$ cat config.mk
export PLATFORM = sky130hd
export DESIGN_NAME = mux_rr_arbiter
export DESIGN_NICKNAME = d
export VERILOG_FILES = /design/src/rtl/mux_rr_arbiter_pkg.sv /design/src/rtl/mux_rr_arbiter_mux_key4.sv /design/src/rtl/mux_rr_arbiter.sv
export SDC_FILE = /design/constraint.sdc
export NUM_CORES = 1
export LEC_CHECK = 0
export CORE_AREA = 5 5 94 96
export CTS_CLUSTER_DIAMETER = 50
export DETAILED_ROUTE_END_ITERATION = 7
export DIE_AREA = 0 0 99 101
export GPL_TIMING_DRIVEN = 0
export PLACE_DENSITY = 0.76
export SYNTH_ARGS = -nofsm -noshare
export SYNTH_HDL_FRONTEND = slang
export SYNTH_SLANG_ARGS = --single-unit
$ cat constraint.sdc
create_clock -name clk -period 3.03 [get_ports clk]
set_clock_uncertainty 0.2 [all_clocks]
set_input_delay 0.606 -clock clk [delete_from_list [all_inputs] [get_ports clk]]
set_output_delay 0.606 -clock clk [all_outputs]
set_load 0.02 [all_outputs]
$ cat src/rtl/mux_rr_arbiter_pkg.sv
// Shared definitions for the four-requester round-robin arbiter.
// Contents:
//   ARB_NREQ  - number of requesters (fixed at 4)
//   ARB_ID_W  - width of the requester key / select (fixed at 2)
//   ARB_CNT_W - width of the optional per-requester grant counters
//   arb_state_e - output buffer state (empty / full)
package mux_rr_arbiter_pkg;

  localparam int unsigned ARB_NREQ  = 4;
  localparam int unsigned ARB_ID_W  = 2;
  localparam int unsigned ARB_CNT_W = 16;

  localparam logic ARB_EMPTY = 1'b0;
  localparam logic ARB_FULL  = 1'b1;

  typedef enum logic {
    StEmpty = ARB_EMPTY,
    StFull  = ARB_FULL
  } arb_state_e;

endpackage

$ cat src/rtl/mux_rr_arbiter_mux_key4.sv
// Purely combinational DATA_W-wide 4:1 mux driven by a 2-bit key.
// Ports:
//   key    - 2-bit select
//   in_bus - four DATA_W-bit values; value i occupies bits [i*DATA_W +: DATA_W]
//   out    - selected value
module mux_key4 #(
  parameter int unsigned DATA_W = 32
) (
  input  logic [1:0]          key,
  input  logic [4*DATA_W-1:0] in_bus,
  output logic [DATA_W-1:0]   out
);

  always_comb begin
    out = '0;
    case (key)
      2'd0:    out = in_bus[0*DATA_W +: DATA_W];
      2'd1:    out = in_bus[1*DATA_W +: DATA_W];
      2'd2:    out = in_bus[2*DATA_W +: DATA_W];
      default: out = in_bus[3*DATA_W +: DATA_W];
    endcase
  end

endmodule

$ cat src/rtl/mux_rr_arbiter.sv
// Four-requester round-robin arbiter feeding a one-entry output buffer.
// The winner's key selects its payload through mux_key4; the payload, its key
// and a valid flag are registered and presented downstream with valid/ready.
// Ports:
//   clk, rst_n        - clock (rising edge), asynchronous active-low reset
//   req_valid/ready   - per-requester handshake; req_ready is one-hot or zero
//   req_data          - payloads, requester i at [i*DATA_W +: DATA_W]
//   out_valid/ready   - downstream handshake
//   out_data, out_id  - buffered payload and the key of its requester
// Optional (macro ARB_GRANT_CNT_EN):
//   cnt_sel, cnt_out  - read port onto four saturating 16-bit grant counters
module mux_rr_arbiter
  import mux_rr_arbiter_pkg::*;
#(
  parameter int unsigned DATA_W = 32
) (
  input  logic                       clk,
  input  logic                       rst_n,
  input  logic [ARB_NREQ-1:0]        req_valid,
  input  logic [ARB_NREQ*DATA_W-1:0] req_data,
  output logic [ARB_NREQ-1:0]        req_ready,
  output logic                       out_valid,
  output logic [DATA_W-1:0]          out_data,
  output logic [ARB_ID_W-1:0]        out_id,
  input  logic                       out_ready
`ifdef ARB_GRANT_CNT_EN
  ,
  input  logic [ARB_ID_W-1:0]        cnt_sel,
  output logic [ARB_CNT_W-1:0]       cnt_out
`endif
);

  arb_state_e          state_q, state_d;
  logic [ARB_ID_W-1:0] ptr_q, ptr_d;
  logic [DATA_W-1:0]   data_q, data_d;
  logic [ARB_ID_W-1:0] id_q, id_d;

  logic                can_accept;
  logic                gnt_valid;
  logic [ARB_ID_W-1:0] gnt_id;
  logic [ARB_ID_W-1:0] scan_idx;
  logic                fire;
  logic [DATA_W-1:0]   mux_out;

  // A full buffer can still accept when it is being drained this cycle.
  assign can_accept = (state_q == StEmpty) | out_ready;

  // Round-robin scan starting at ptr_q; the 2-bit add wraps modulo 4.
  always_comb begin
    gnt_valid = 1'b0;
    gnt_id    = '0;
    scan_idx  = '0;
    for (int i = 0; i < ARB_NREQ; i++) begin
      scan_idx = ptr_q + ARB_ID_W'(i);
      if (!gnt_valid && req_valid[scan_idx]) begin
        gnt_valid = 1'b1;
        gnt_id    = scan_idx;
      end
    end
  end

  assign fire = can_accept & gnt_valid;

  // Gated by rst_n so no requester sees an accept while reset is held.
  always_comb begin
    req_ready = '0;
    if (rst_n && fire) begin
      req_ready[gnt_id] = 1'b1;
    end
  end

  mux_key4 #(
    .DATA_W (DATA_W)
  ) u_mux_key4 (
    .key    (gnt_id),
    .in_bus (req_data),
    .out    (mux_out)
  );

  always_comb begin
    state_d = state_q;
    ptr_d   = ptr_q;
    data_d  = data_q;
    id_d    = id_q;
    if (fire) begin
      // Covers both fill-from-empty and drain-and-replace in one cycle.
      state_d = StFull;
      ptr_d   = gnt_id + ARB_ID_W'(1);
      data_d  = mux_out;
      id_d    = gnt_id;
    end else if (out_ready) begin
      state_d = StEmpty;
    end
  end

  always_ff @(posedge clk or negedge rst_n) begin
    if (!rst_n) begin
      state_q <= StEmpty;
      ptr_q   <= '0;
      data_q  <= '0;
      id_q    <= '0;
    end else begin
      state_q <= state_d;
      ptr_q   <= ptr_d;
      data_q  <= data_d;
      id_q    <= id_d;
    end
  end

  assign out_valid = (state_q == StFull);
  assign out_data  = data_q;
  assign out_id    = id_q;

`ifdef ARB_GRANT_CNT_EN
  logic [ARB_NREQ-1:0][ARB_CNT_W-1:0] cnt_q, cnt_d;

  always_comb begin
    cnt_d = cnt_q;
    if (fire && (cnt_q[gnt_id] != '1)) begin
      cnt_d[gnt_id] = cnt_q[gnt_id] + ARB_CNT_W'(1);
    end
  end

  always_ff @(posedge clk or negedge rst_n) begin
    if (!rst_n) begin
      cnt_q <= '0;
    end else begin
      cnt_q <= cnt_d;
    end
  end

  assign cnt_out = cnt_q[cnt_sel];
`endif

endmodule

# Word level (Yosys, flattened, before mapping)

Cells that the tools add are included.

Flip-flop bits (word level): 37
Bits of input ports: 135
Logic and storage cells: 51

Add/sub/neg operators: 4
Magnitude comparators: 6
Equal/unequal tests: 2
Muxes and demuxes: 22
Bitwise logic cells: 3
Reductions and logical operators: 10

Operator list:

| operator                                                           | count |
|---|---|
| case mux 32 bit (3 select lines)                                   | 1 |
| less-than comparator 2 x 3 -> 1 bit (second input constant)        | 5 |
| 2-to-1 mux 1 bit                                                   | 11 |
| binary-select mux 1 bit (select 2 bit)                             | 4 |
| 2-to-1 mux 2 bit                                                   | 4 |
| logical AND 1 bit                                                  | 5 |
| adder 2 x 1 -> 2 bit (second input constant)                       | 2 |
| adder 2 bit (second input constant)                                | 2 |
| 2-to-1 mux 4 bit                                                   | 1 |
| zero test 1 bit                                                    | 3 |
| demux 1 bit (select 2 bit)                                         | 1 |
| equality test 2 x 1 -> 1 bit (second input constant)               | 1 |
| equality test 2 bit (second input constant)                        | 1 |
| greater-or-equal comparator 2 x 1 -> 1 bit (second input constant) | 1 |
| zero test 2 bit                                                    | 1 |
| nonzero test 2 bit                                                 | 1 |
| AND 1 bit                                                          | 1 |
| NOT 1 bit                                                          | 1 |
| OR 1 bit                                                           | 1 |

# Depth between registers and ports, before layout

Depth in word-level cells: 17
Depth in mapped cells: 9
Depth with buffers taken out: 7

# Cells and area by module

Synthesis repeated with hierarchy kept, for this count alone.

Cells, all modules: 148
Area total of the unflattened synthesis: 2467.4 um^2

Modules (own cells, without submodules):

| module         | times used | cells each | area an instance (um^2) | sequential area each (um^2) |
|---|---|---|---|---|
| mux_rr_arbiter | 1          | 109        | 1652.8                  | 925.9 |
| mux_key4       | 1          | 39         | 814.5                   | 0.0 |

# Worst setup path before layout

Ideal clock, no wire load.

Path type: input to output
Start: in req_valid[1]
End: out req_ready[2]
Data arrival time: 2.225 ns
Slack: -0.001 ns
Cell stages on the path: 7
Path buffers: 2
Path through: mux2i_1 -> and2_2 -> or4_2 -> ha_1 -> clkbuf_1 -> clkbuf_1 -> and3_2

Longest elaborated chain between the ends: 17

Ends and longest elaborated chain:

| element                                                                                                                 | RTL line             | text |
|---|---|---|
| from (decl)                                                                                                             | mux_rr_arbiter.sv:19 | `input logic [ARB_NREQ-1:0] req_valid,` |
| binary-select mux 1 bit (select 2 bit)                                                                                  | mux_rr_arbiter.sv:55 | `if (!gnt_valid && req_valid[scan_idx]) begin` |
| 2-to-1 mux 1 bit (not written as such)                                                                                  | mux_rr_arbiter.sv:55 |  |
| 2-to-1 mux 1 bit                                                                                                        | mux_rr_arbiter.sv:55 |  |
| zero test 1 bit                                                                                                         | mux_rr_arbiter.sv:55 |  |
| logical AND 1 bit                                                                                                       | mux_rr_arbiter.sv:55 |  |
| 2-to-1 mux 1 bit                                                                                                        | mux_rr_arbiter.sv:55 |  |
| zero test 1 bit                                                                                                         | mux_rr_arbiter.sv:55 |  |
| logical AND 1 bit                                                                                                       | mux_rr_arbiter.sv:55 |  |
| 2-to-1 mux 1 bit                                                                                                        | mux_rr_arbiter.sv:55 |  |
| zero test 1 bit                                                                                                         | mux_rr_arbiter.sv:55 |  |
| logical AND 1 bit                                                                                                       | mux_rr_arbiter.sv:55 |  |
| 2-to-1 mux 2 bit                                                                                                        | mux_rr_arbiter.sv:55 |  |
| less-than comparator 2 x 3 -> 1 bit (not written as such) or greater-or-equal comparator 2 x 1 -> 1 bit (tied branches) | mux_rr_arbiter.sv:68 | `req_ready[gnt_id] = 1'b1;` |
| logical AND 1 bit (not written as such)                                                                                 | mux_rr_arbiter.sv:68 |  |
| 2-to-1 mux 1 bit (not written as such)                                                                                  | mux_rr_arbiter.sv:68 |  |
| demux 1 bit (select 2 bit)                                                                                              | mux_rr_arbiter.sv:68 |  |
| 2-to-1 mux 4 bit (*)                                                                                                    | mux_rr_arbiter.sv:67 | `if (rst_n && fire) begin` |
| to (decl)                                                                                                               | mux_rr_arbiter.sv:21 | `output logic [ARB_NREQ-1:0] req_ready,` |

Mark *: on every way between the ends. The rest lies on a longest branch, timed or not. The select of a mux whose other input is x is not followed.

# Worst setup path after layout

Start: reg ptr_q[1]
End: out req_ready[2]

Longest elaborated chain between the ends: 17

Ends and longest elaborated chain:

| element                                                                                      | RTL line              | text |
|---|---|---|
| from (decl)                                                                                  | mux_rr_arbiter.sv:34  | `logic [ARB_ID_W-1:0] ptr_q, ptr_d;` |
| from (signal assigned)                                                                       | mux_rr_arbiter.sv:104 | `ptr_q <= ptr_d;` |
| parallel branches: the longest is 16 deep, another holds less-than comparator 2 x 3 -> 1 bit | --                    |  |
| 2-to-1 mux 4 bit (*)                                                                         | mux_rr_arbiter.sv:67  |  |

Every way passes the cells marked *. The select of a mux whose other input is x is not followed.

==> qor.yml <==
status:
  outcome: "complete, no violations"
floorplan:
  core-area_um2: 7970
  initial_utilization_pct: 30.7
  rows: 33
  ioPinCount: 174
  die_area_um2: 10000
  die_h_um: 101
  die_x_um: 99
pwr:
  swShare_pct: 38.8
  p_seq_share_pct: 25.5
  combPwrFrac_pct: 64.8
  p_int_uw: 2040
  power_switching_uw: 1290
  finalPower_uw: 3330
  vdd_ir_drop_max_uv: 339
  p_clk_share_pct: 9.7
  p_leak_uw: 0.00196
  p_per_area_nw_per_um2: 730
layout:
  antenna_cells: 0
  area_growth_pct: 86.4
  n_fill_cell: 701
  layout.cells.most_common_list: "clkdlybuf4s50_1, dfrtp_1, inv_1"
  drive_gt1_share_pct: 21.6
  layout.cells.most_common: "clkdlybuf4s50_1"
  nets: 549
clock_network:
  cts.sinks: 37
  clkTransAtPathRegs_ns: 0.07
  numCtsBuffers: 5
  clock_path_buffers: 2
  htreeDepth: 2
  insertion_delay_ns: 0.29
  root_buffer: "clkbuf_8"
  cts_tree: "built"
place:
  numPortBuffers: 173
  gp_congestion: 0.791
  place_hpwl_um: 6800
setup_path:
  end_kind: "output port"
  crit_arrival_ns: 2.19
  cpMaxStageDelayCell: "or4_4"
  critPathMaxStageDelay_ns: 0.52
  critPathLaunchType: "register"
  worstPathCellList: "mux2i_1, and2_4, or4_4, ha_4, clkbuf_8, and3_2, buf_6"
  path_buf_inv: 2
  cp_top_family: "simple AND/OR/NAND/NOR gates"
  criticalPathCategory: "register to output port"
  worstPathRequired_ns: 2.22
  worstPathMaxFanout: 6
yosys:
  postSynthCellCount: 221
  seq_area_frac_synth_pct: 37.8
  syn_avg_cell_area_um2: 11.1
  yosys.area.top_type: "dfrtp_1"
  synth-seq-cells: 37
  yosys-top-cells-area: "dfrtp_1, mux2_2, mux2i_1, a222oi_1, inv_1"
  yosys.cell_types.count: 35
  synth_top_area_share_pct: 37.8
  synth.cell_area_um2: 2450
  syn-num-nets: 361
  yosysWarnings: 0
timing:
  max_freq_mhz: 333
  slew_headroom_pct: 48.0
  fin_crit_sh_pct: 99.0
  finalSetupTns_ns: 0
  hold_viol_final: 0
  finalMaxSlewViolations: 0
  worst_pin_slew_ns: 0.780
  period_minus_slack_ns: 3.00
  rsz0062_at_grt: "true"
  finalSetupViolCount: 0
route:
  ant_nets: 0
  routed_wl_um: 8890
  drtIter0Drc: 135
  drt-pass1-iter-count: 5
  vias: 2587
  viasPerCell: 5.04
  drc: 0
  drt-wirelength-per-cell_um: 17.3
hold_path:
  hold_class: "register to register"
global_route:
  grt_pass1_vias: 2867
  grt_max_degree: 40
  grt_pass1_wl_um: 13900
  overflow: 0
  grtUsageTotal_pct: 17.4
  antenna_found_initial: 0
flow_run:
  cap_violations: 0
power by group through the flow:
stage / combinational [uW] / sequential (uW) / clock (uW)
detailed placement: 2030 / 857 / 0
CTS: 2150 / 856 / 340
finish: 2160 / 851 / 323
global route: 2310 / 877 / 354
global placement: 2000 / 843 / 0
floorplan: 877 / 1120 / 0
kinds of logic after synthesis:
group / count (synthesis) / synth area share (%)
AO/OA/AOI/OAI: 42 / 15.8
adder cells (fa/ha/maj): 5 / 2.55
buffers and inverters: 53 / 9.55
flip-flops: 37 / 37.8
multiplexers: 66 / 28.7
AND/OR/NAND/NOR: 18 / 5.62
sequential cells by signal, indices dropped and copies added, names as in the netlist:
register,cells
out_data,32
out_id,2
ptr_q,2
out_valid,1
per-stage QoR:
stage	setup slack (ns)	util (%)	hold slack, ns	cell area, um^2	instances
2_1_floorplan	0.00685	-	0.110	2450	221
4_1_cts	0.00205	57.0	0.312	4540	511
6_report	0.0305	57.3	0.306	4570	513
3_3_place_gp	-1.56	54.1	0.289	4310	499
5_1_grt	-0.0378	57.3	0.325	4570	513
3_5_place_dp	-1.58	54.3	0.216	4330	500
per-layer routing:
metal  part of all wire (%)  track usage, %
met1                     38            19.1
met2                     52            31.6
met3                    7.9            5.19
met4                    2.2            6.51
met5                      0               0
synthesized netlist by cell type:
cell type	instances
o22ai_1	1
and2_2	1
or2b_1	1
a21o_2	1
nor3_1	1
a21oi_1	1
a222oi_1	32
nor4_4	1
or4_2	1
or3_1	1
nand4b_1	1
and3_2	3
mux2_2	33
o41ai_1	1
nor4_1	1
and3_1	1
inv_1	34
and2b_1	1
mux2i_1	33
dfrtp_1	37
nor2_2	1
ha_1	5
nand2_1	1
o31ai_1	2
o31a_1	1
dlygate4sd1_1	1
clkbuf_1	13
o21ai_0	3
buf_6	2
buf_4	1
nor3b_1	1
clkbuf_8	1
nand2b_1	1
or2_2	1
buf_2	1
cell type report:
type                    count  area, um^2  share of cell area (%)
clock inverters             1        5.00                   0.110
clock buffers               5        68.8                    1.51
multi-input cells         131        1370                    30.0
repair buffers            185        1800                    39.5
well taps                 105         131                    2.88
inverters                  34         128                    2.79
flip-flops and latches     37         927                    20.3
plain buffers              15         131                    2.88
worst paths after layout:
path | depth (start not counted) | startpoint | to | slack [ns]
max in group asynchronous | 3 | rst_n | ptr_q[1]$_DFFE_PN0P_ | 1.76
min | 1 | out_data[18]$_DFFE_PN0P_ | out_data[18]$_DFFE_PN0P_ | 0.31
max | 7 | ptr_q[1]$_DFFE_PN0P_ | req_ready[2] | 0.03
max reg2reg | 9 | ptr_q[1]$_DFFE_PN0P_ | out_data[13]$_DFFE_PN0P_ | 0.11
min in group asynchronous | 2 | rst_n | out_data[5]$_DFFE_PN0P_ | 0.46
min reg2reg | 1 | out_data[18]$_DFFE_PN0P_ | out_data[18]$_DFFE_PN0P_ | 0.31
what timing repair did:
| item | CTS | global route |
|---|---|---|
| pin swaps | 8 | 6 |
| hold buffers | 1 | 0 |
| setup endpoints to repair | 36 | 23 |
| resized for setup | 58 | 8 |
| setup buffers | 8 | 2 |
| hold endpoints to repair | 2 | 0 |
No activity file was read; power rests on OpenSTA's default activity.
